===== config.mk =====
export PLATFORM = sky130hd
export DESIGN_NAME = seg_count_scan
export DESIGN_NICKNAME = d
export VERILOG_FILES = /design/src/rtl/seg_pkg.sv /design/src/rtl/bcd_digit.sv /design/src/rtl/seg_count_scan.sv
export SDC_FILE = /design/constraint.sdc
export NUM_CORES = 1
export LEC_CHECK = 0
export BUFFER_PORTS_ARGS = -buffer_cell sky130_fd_sc_hd__buf_2
export CAP_MARGIN = 20
export CORE_MARGIN = 2
export CORE_UTILIZATION = 40
export CTS_BUF_LIST = sky130_fd_sc_hd__clkbuf_8
export DETAILED_ROUTE_END_ITERATION = 10
export PLACE_DENSITY = 0.59
export SLEW_MARGIN = 20
export SYNTH_ARGS = -nofsm -noshare
export SYNTH_HDL_FRONTEND = slang
export SYNTH_SLANG_ARGS = --single-unit

===== constraint.sdc =====
create_clock -name clk -period 2.7 [get_ports clk]
set_input_delay 0.27 -clock clk [delete_from_list [all_inputs] [get_ports clk]]
set_output_delay 0.27 -clock clk [all_outputs]
set_load 0.02 [all_outputs]

===== src/rtl/seg_pkg.sv =====
`default_nettype none
// ============================================================================
// Module   : seg_pkg
// Purpose  : Shared constants, scanner state type and helpers for the
//            seg_count_scan counter/display-scanner slice.
// Contents : NUM_DIGITS, DIGIT_MAX, BLANK_CODE, AN_OFF, scan_state_t,
//            an_onehot()
// Revision : 1.0 - initial release
// ============================================================================
package seg_pkg;

  localparam int         NUM_DIGITS = 4;
  localparam logic [3:0] DIGIT_MAX  = 4'd9;
  // The downstream decoder turns this code into "all segments off".
  localparam logic [3:0] BLANK_CODE = 4'hF;
  localparam logic [3:0] AN_OFF     = 4'b1111;

  typedef enum logic {
    DRIVE = 1'b0,
    GAP   = 1'b1
  } scan_state_t;

  // Active-low one-hot digit enable for scan position idx.
  function automatic logic [3:0] an_onehot(input logic [1:0] idx);
    return ~(4'b0001 << idx);
  endfunction

endpackage : seg_pkg
`default_nettype wire


===== src/rtl/bcd_digit.sv =====
`default_nettype none
// ============================================================================
// Module   : bcd_digit
// Purpose  : One decade (0..9) counter stage of a ripple-carry BCD chain.
// Ports    : clk   - clock
//            rst_n - asynchronous active-low reset (q -> 0)
//            clr   - synchronous clear, overrides cin
//            cin   - increment request from the lower stage (or the input)
//            q     - current decade value
//            cout  - combinational carry to the next stage: cin & (q == 9)
// Revision : 1.0 - initial release
// ============================================================================
module bcd_digit
  import seg_pkg::*;
(
  input  logic       clk,
  input  logic       rst_n,
  input  logic       clr,
  input  logic       cin,
  output logic [3:0] q,
  output logic       cout
);

  logic [3:0] q_q;
  logic [3:0] q_d;

  always_comb begin
    q_d = q_q;
    if (clr) begin
      q_d = 4'd0;
    end else if (cin) begin
      q_d = (q_q == DIGIT_MAX) ? 4'd0 : (q_q + 4'd1);
    end
  end

  always_ff @(posedge clk or negedge rst_n) begin
    if (!rst_n) begin
      q_q <= 4'd0;
    end else begin
      q_q <= q_d;
    end
  end

  assign q    = q_q;
  assign cout = cin & (q_q == DIGIT_MAX);

endmodule : bcd_digit
`default_nettype wire


===== src/rtl/seg_count_scan.sv =====
`default_nettype none
// ============================================================================
// Module   : seg_count_scan
// Purpose  : Four-digit BCD event counter (0000..9999) with a time-multiplexed
//            display scanner feeding a BCD-to-seven-segment decoder.
// Params   : REFRESH_DIV - cycles each digit is driven per scan slot (>= 2)
// Ports    : clk       - clock
//            rst_n     - asynchronous active-low reset
//            inc       - count-enable, one increment per sampled cycle
//            clr       - synchronous clear of the count (wins over inc)
//            blank_lz  - blank leading zeros when high
//            count_bcd - current count, [15:12] thousands .. [3:0] units
//            carry     - one-cycle pulse on the 9999 -> 0000 wrap
//            digit     - displayed nibble, BLANK_CODE when blanked / in gap
//            an        - active-low one-hot digit enable, bit 0 = units
// Revision : 1.0 - initial release
// ============================================================================
module seg_count_scan
  import seg_pkg::*;
#(
  parameter int REFRESH_DIV = 50000
) (
  input  logic        clk,
  input  logic        rst_n,
  input  logic        inc,
  input  logic        clr,
  input  logic        blank_lz,
  output logic [15:0] count_bcd,
  output logic        carry,
  output logic [3:0]  digit,
  output logic [3:0]  an
);

  localparam int               PRE_W    = $clog2(REFRESH_DIV);
  localparam logic [PRE_W-1:0] PRE_LAST = PRE_W'(REFRESH_DIV - 1);

  // --------------------------------------------------------------------------
  // BCD counter: ripple chain of decade stages, units first.
  // --------------------------------------------------------------------------
  logic [NUM_DIGITS:0] carry_chain;
  logic                carry_q;
  logic                carry_d;

  assign carry_chain[0] = inc;

  for (genvar gi = 0; gi < NUM_DIGITS; gi++) begin : g_digit
    bcd_digit u_bcd_digit (
      .clk   (clk),
      .rst_n (rst_n),
      .clr   (clr),
      .cin   (carry_chain[gi]),
      .q     (count_bcd[4*gi +: 4]),
      .cout  (carry_chain[gi+1])
    );
  end

  // The thousands stage's carry-out is only meaningful when no clear occurs
  // in the same cycle, since the clear also forces every stage to zero.
  assign carry_d = carry_chain[NUM_DIGITS] & ~clr;

  always_ff @(posedge clk or negedge rst_n) begin
    if (!rst_n) begin
      carry_q <= 1'b0;
    end else begin
      carry_q <= carry_d;
    end
  end

  assign carry = carry_q;

  // --------------------------------------------------------------------------
  // Scanner FSM: DRIVE for REFRESH_DIV cycles, then a single GAP cycle with
  // every digit off so adjacent digits are never lit together.
  // --------------------------------------------------------------------------
  scan_state_t      state_q;
  logic [1:0]       scan_idx_q;
  logic [PRE_W-1:0] pre_q;

  always_ff @(posedge clk or negedge rst_n) begin
    if (!rst_n) begin
      state_q    <= DRIVE;
      scan_idx_q <= 2'd0;
      pre_q      <= '0;
    end else begin
      case (state_q)
        DRIVE: begin
          if (pre_q == PRE_LAST) begin
            state_q <= GAP;
            pre_q   <= '0;
          end else begin
            pre_q   <= pre_q + PRE_W'(1);
          end
        end
        GAP: begin
          state_q    <= DRIVE;
          scan_idx_q <= scan_idx_q + 2'd1;
        end
        default: begin
          state_q    <= DRIVE;
          scan_idx_q <= 2'd0;
          pre_q      <= '0;
        end
      endcase
    end
  end

  // --------------------------------------------------------------------------
  // Blank detection. blank_lz is registered so the display outputs depend
  // only on flops, never combinationally on an input pin.
  // --------------------------------------------------------------------------
  logic                  blank_lz_q;
  logic [NUM_DIGITS-1:0] blank_pos;
  logic                  zero_run;

  always_ff @(posedge clk or negedge rst_n) begin
    if (!rst_n) begin
      blank_lz_q <= 1'b0;
    end else begin
      blank_lz_q <= blank_lz;
    end
  end

  // Walk from the most significant nibble down: a position is blanked while
  // it and everything above it is zero. The units position always shows.
  always_comb begin
    zero_run  = 1'b1;
    blank_pos = '0;
    for (int i = NUM_DIGITS - 1; i >= 1; i--) begin
      zero_run     = zero_run & (count_bcd[4*i +: 4] == 4'd0);
      blank_pos[i] = blank_lz_q & zero_run;
    end
  end

  // --------------------------------------------------------------------------
  // Output mux, decoded from registered state only.
  // --------------------------------------------------------------------------
  always_comb begin
    digit = BLANK_CODE;
    an    = AN_OFF;
    if (state_q == DRIVE) begin
      an    = an_onehot(scan_idx_q);
      digit = blank_pos[scan_idx_q] ? BLANK_CODE
                                    : count_bcd[{scan_idx_q, 2'b00} +: 4];
    end
  end

endmodule : seg_count_scan
`default_nettype wire

# Word-level counts from Yosys, hierarchy flattened

Cells that the tools add are included.

Bits of input ports: 5
Output and inout bits: 25
Word-level logic and storage cells: 63
Flip-flop bits (word level): 37

Bitwise operators: 13
Add/subtract/negate cells: 6
Magnitude comparators: 1
Shifts and indexed selects: 2
Reduce and logical (&&, ||, !) cells: 7
Eq/ne operators: 5
Mux-type cells: 20

Operator list:

| cell                                                                 | number |
|---|---|
| 4-bit 2-to-1 mux                                                     | 15 |
| 16-bit by 1-bit adder with 16-bit output, second input constant      | 1 |
| 4-bit by 1-bit adder with 4-bit output, second input constant        | 4 |
| 16-bit equality test, second input constant                          | 1 |
| 4-bit equality test, second input constant                           | 4 |
| 16-bit 2-to-1 mux                                                    | 1 |
| 16-bit by 5-bit variable part select with 4-bit output               | 1 |
| 4-bit logical NOT                                                    | 3 |
| 1-bit bitwise AND                                                    | 10 |
| 2-bit nonzero test                                                   | 4 |
| 4-bit NOT                                                            | 1 |
| 1-bit by 2-bit << shifter with 4-bit output, first input constant    | 1 |
| 2-bit by 3-bit < comparator with 1-bit output, second input constant | 1 |
| 2-bit by 1-bit adder with 2-bit output, second input constant        | 1 |
| 1-bit binary-select mux with 2-bit select                            | 1 |
| 1-bit 2-to-1 mux                                                     | 2 |
| 1-bit NOT                                                            | 2 |
| 1-bit one-hot mux with 2 select lines                                | 1 |

# Depth between registers and ports, before layout

Word-level depth: 8
Depth in mapped cells: 7
Mapped depth without buffers: 6

# Hierarchy

A second synthesis with hierarchy kept.

Cells, all modules: 220
Area total of the unflattened synthesis: 2,208.4 µm²

Modules (own cells, without submodules):

| module         | cells an instance | instances | area each (µm²) | sequential area each (µm²) |
|---|---|---|---|---|
| seg_count_scan | 116               | 1         | 1,242.4         | 525.5 |
| bcd_digit      | 26                | 4         | 241.5           | 100.1 |

# Worst setup path after synthesis

OpenSTA, ideal clock, no wires.

Path kind: reg-to-reg
Start: register g_digit[0].u_bcd_digit.q_q[0]
End: register g_digit[3].u_bcd_digit.q_q[3]
Period minus slack after synthesis: 2.147 ns
Slack: 0.553 ns
Arrival time: 2.070 ns
Path buffers: 1
Setup time: 0.077 ns
Cell stages (with the launch flop): 7
Data required time: 2.623 ns
Path through: dfrtp_1 -> ha_1 -> nand4b_4 -> or4_1 -> buf_2 -> or3_1 -> a21oi_1

Longest elaborated chain between the ends: 5

RTL lines:

| element                         | line            | text |
|---|---|---|
| from (decl)                     | bcd_digit.sv:24 | `logic [3:0] q_q;` |
| from (signal assigned)          | bcd_digit.sv:40 | `q_q <= q_d;` |
| 4-bit equality test             | bcd_digit.sv:45 | `assign cout = cin & (q_q == DIGIT_MAX);` |
| 1-bit bitwise AND (3 in series) | bcd_digit.sv:45 |  |
| 2-bit nonzero test (no line)    | --              |  |
| to (signal assigned)            | bcd_digit.sv:40 |  |
| to (decl)                       | bcd_digit.sv:24 |  |

Every way passes these cells.
A chain may end at the register's enable or synchronous reset.

# Final worst setup path

Start: register g_digit[2].u_bcd_digit.q_q[1]
End: output digit[3]

Longest elaborated chain between the ends: 8
Elaborated cells on any way between the ends: 9
Classes of those cells: mux: 4; bitwise: 4; reduce/logical: 1

RTL lines:

| element                                       | line                  | text |
|---|---|---|
| from (decl)                                   | bcd_digit.sv:24       |  |
| from (signal assigned)                        | bcd_digit.sv:40       |  |
| 4-bit logical NOT (*)                         | seg_count_scan.sv:129 | `zero_run = zero_run & (count_bcd[4*i +: 4] == 4'd0);` |
| 1-bit bitwise AND (*)                         | seg_count_scan.sv:129 |  |
| 1-bit bitwise AND                             | seg_count_scan.sv:129 |  |
| 1-bit bitwise AND                             | seg_count_scan.sv:130 | `blank_pos[i] = blank_lz_q & zero_run;` |
| 1-bit binary-select mux with 2-bit select (*) | seg_count_scan.sv:142 | `digit = blank_pos[scan_idx_q] ? BLANK_CODE` |
| 1-bit 2-to-1 mux (implied by the code) (*)    | seg_count_scan.sv:142 |  |
| 4-bit 2-to-1 mux (*)                          | seg_count_scan.sv:142 |  |
| 4-bit 2-to-1 mux (*)                          | seg_count_scan.sv:140 | `if (state_q == DRIVE) begin` |
| to (decl)                                     | seg_count_scan.sv:30  | `output logic [3:0] digit,` |

Mark *: on every way between the ends. The rest lies on a longest branch, timed or not. The select of a mux whose other input is x is not followed.

==> results.toml <==
[status]
status = "completed"

[layout]
fill_cells = 531
antenna_cells = 0
multiInputGateArea_um2 = 1200
areaGrowthSynthToFinish_pct = 13.7
nets = 282
final_cell_mix = "dfrtp_1 (37), buf_2 (29), nor2_1 (24), nand2_1 (23), ha_1 (16)"
drive_gt1_frac = 0.198
mostFrequentLayoutCell = "dfrtp_1"
seqCellArea_um2 = 926

[timing]
period_share = 0.871
fmax_ghz = 0.425
hold_slack_ns = 0.0671
setup_violations = 0
hold_viol_final = 0
finalCriticalPeriod_ns = 2.35
grt_setup_unrepaired = "no"
fin_skew_ns = 0.0133
setup_ws_ns = 0.348
setup-tns-final_ns = 0
tightest_slew_ns = 0.839
relSlewSlack = 0.441
finalMaxSlewViolations = 0

[clocking]
clkLatencyLatePin_ns = 0.29
numCtsBuffers = 5
cts_resized = 0
ctsHtreeMaxLevel = 2
cts_tree = "yes"
ctsHoldBuffers = 0
cts-root-buf = "clkbuf_8"
clock_sinks = 37
clk_pin_slew_ns = 0.08
post-cts-setup-buffer-count = 0
cts_buffer_depth = 2

[routing]
viasPerCell = 5.20
drt_iter0_drc = 91
dr_wl_met2_um = 2080
wl_met3_um = 141
wl_per_cell_um = 13.7
drc = 0
drt_pass1_iterations = 4
finalWirelength_um = 4590
dr.max_layer_used = "met4"
wl_met1_um = 2290
num_vias = 1738
ant_nets = 0

[power_and_ir_drop]
power.density_nw_per_um2 = 396
power.leakage_nw = 1.13
irDropWorstVdd_uv = 269

[synth]
netlist_instances = 228
ys_seq_area_frac = 0.418
synth_nets = 249
synthFlopType = "dfrtp_1"
synthDistinctLibCells = 43
ys_ff_latch = 37
netlist_area_um2 = 2220
synthArstFlopShare = 1.00
avgSynthCellArea_um2 = 9.72
ys_warn_count = 0
synth-edff-count = 0

[setup_path]
critPathBufInv = 2
cp.depth = 7
slowest_delay_ns = 0.49
critPathTopFamily = "compound AO/OA/AOI/OAI gates"
worst_setup_path_end_kind = "output pin"
path_max_fanout = 6
arrival_ns = 2.08
critPathLaunchType = "register"
path_class = "reg -> out"
r2r_cells = 6
slowest_stage = "a2111o_1"
path_cells = "inv_1, ha_1, nor3b_1, o21ai_0, a2111o_1, nand2_1, buf_2"
cp_data_required_time_ns = 2.43

[floorplan]
io-pin-count = 30
start_util = 0.408
die_h_um = 78.5
die_w_um = 78.5
die_area_um2 = 6150
row_count = 27
core_area_um2 = 5440

[global_routing]
overflow = 0
grt_max_degree = 38
antenna_found_initial = 0
grt_pass1_wl_um = 7640
grt_usage = 0.157
grt_pass1_vias = 1538

[place]
preCtsSetupSlack_ns = 0.499
post-dp-hpwl_um = 3280
routabilityCongestion = 0.819
port_buffers = 29

[job]
cap_viol_max_count = 0

[worst_hold_path]
hold_class = "in -> async"
-- worst reg2reg max path, cell delays in order (launching register included) --
cell	delay, ns
dfrtp_1	0.43
inv_1	0.10
ha_1	0.27
nand4b_4	0.20
or4_1	0.65
or3_1	0.38
a21oi_1	0.15
-- synthesized netlist by cell type (2+ instances only) --
cell type / number / area share
xor2_1: 5 / 0.020
and4b_2: 2 / 0.010
or3_1: 3 / 0.0085
inv_1: 12 / 0.020
o21ai_0: 12 / 0.027
clkbuf_1: 2 / 0.0034
nor2_1: 24 / 0.041
or3b_2: 2 / 0.0079
ha_1: 16 / 0.090
or4_1: 3 / 0.010
nand3_1: 12 / 0.027
dfrtp_1: 37 / 0.42
nand4b_1: 2 / 0.0079
nor4_1: 5 / 0.014
mux2_2: 2 / 0.010
nand2b_1: 8 / 0.023
mux4_2: 3 / 0.030
xnor2_1: 10 / 0.040
nand3b_1: 3 / 0.010
a21oi_1: 11 / 0.025
buf_4: 2 / 0.0068
nor3b_1: 3 / 0.010
nor3_1: 7 / 0.016
nand2_1: 23 / 0.039
-- kinds of logic (layout without fill, tap and decap cells) --
group / Yosys count / in the layout / synth area share
buffers and inverters: 18 / 52 / 0.0389
xor gates and xnor gates: 15 / 15 / 0.0593
adders and majority gates: 16 / 16 / 0.0903
and+or+nand+nor: 105 / 105 / 0.258
DFF: 37 / 37 / 0.418
AOI/OAI and AO/OA: 30 / 30 / 0.0790
muxes: 7 / 7 / 0.0570
-- layout make-up --
| cell class | count | share of cell area |
|---|---|---|
| clock buffer | 5 | 0.0273 |
| clock inverter | 3 | 0.00695 |
| inverter | 12 | 0.0179 |
| multi-input combinational | 173 | 0.478 |
| sequential | 37 | 0.367 |
| tap | 72 | 0.0357 |
| timing repair buffer | 32 | 0.0665 |
-- per-stage QoR --
step	power [mW]	area, um^2	instances	util
after floorplan	0.601	2220	228	-
final	0.997	2520	334	0.463
after global routing	1.04	2520	334	0.463
after CTS	1.02	2520	334	0.463
after global placement	0.622	2430	326	0.447
after detailed placement	0.623	2430	326	0.447
-- path summary, 6_finish.rpt --
kind | end | slack [ns] | start
min reg2reg | pre_q[7] | 0.50 | pre_q[7]
max | digit[3] | 0.35 | g_digit[2].u_bcd_digit.q[1]
max in group asynchronous | pre_q[13] | 2.09 | rst_n
min | g_digit[1].u_bcd_digit.q[2] | 0.07 | rst_n
min in group clk | blank_lz_q | 0.09 | blank_lz
max reg2reg | g_digit[3].u_bcd_digit.q[3] | 0.47 | g_digit[0].u_bcd_digit.q[1]
-- power breakdown --
group | switching [mW] | internal (mW) | total (mW)
logic | 0.0331 | 0.0160 | 0.0491
clock network | 0.208 | 0.178 | 0.387
registers | 0.00423 | 0.557 | 0.561
-- per-layer routing --
| metal | track usage | up-vias |
|---|---|---|
| met5 | 0 | - |
| met4 | 0.0526 | 0 |
| met3 | 0.0356 | 6 |
| met2 | 0.234 | 27 |
| met1 | 0.226 | 841 |
| li1 | - | 864 |
-- flip-flops by register name, summed over array words and instances, names as in the netlist --
signal	flops
g_digit.u_bcd_digit.q	16
pre_q	16
scan_idx_q	2
blank_lz_q	1
carry	1
state_q	1
No activity file was read; power rests on OpenSTA's default activity.
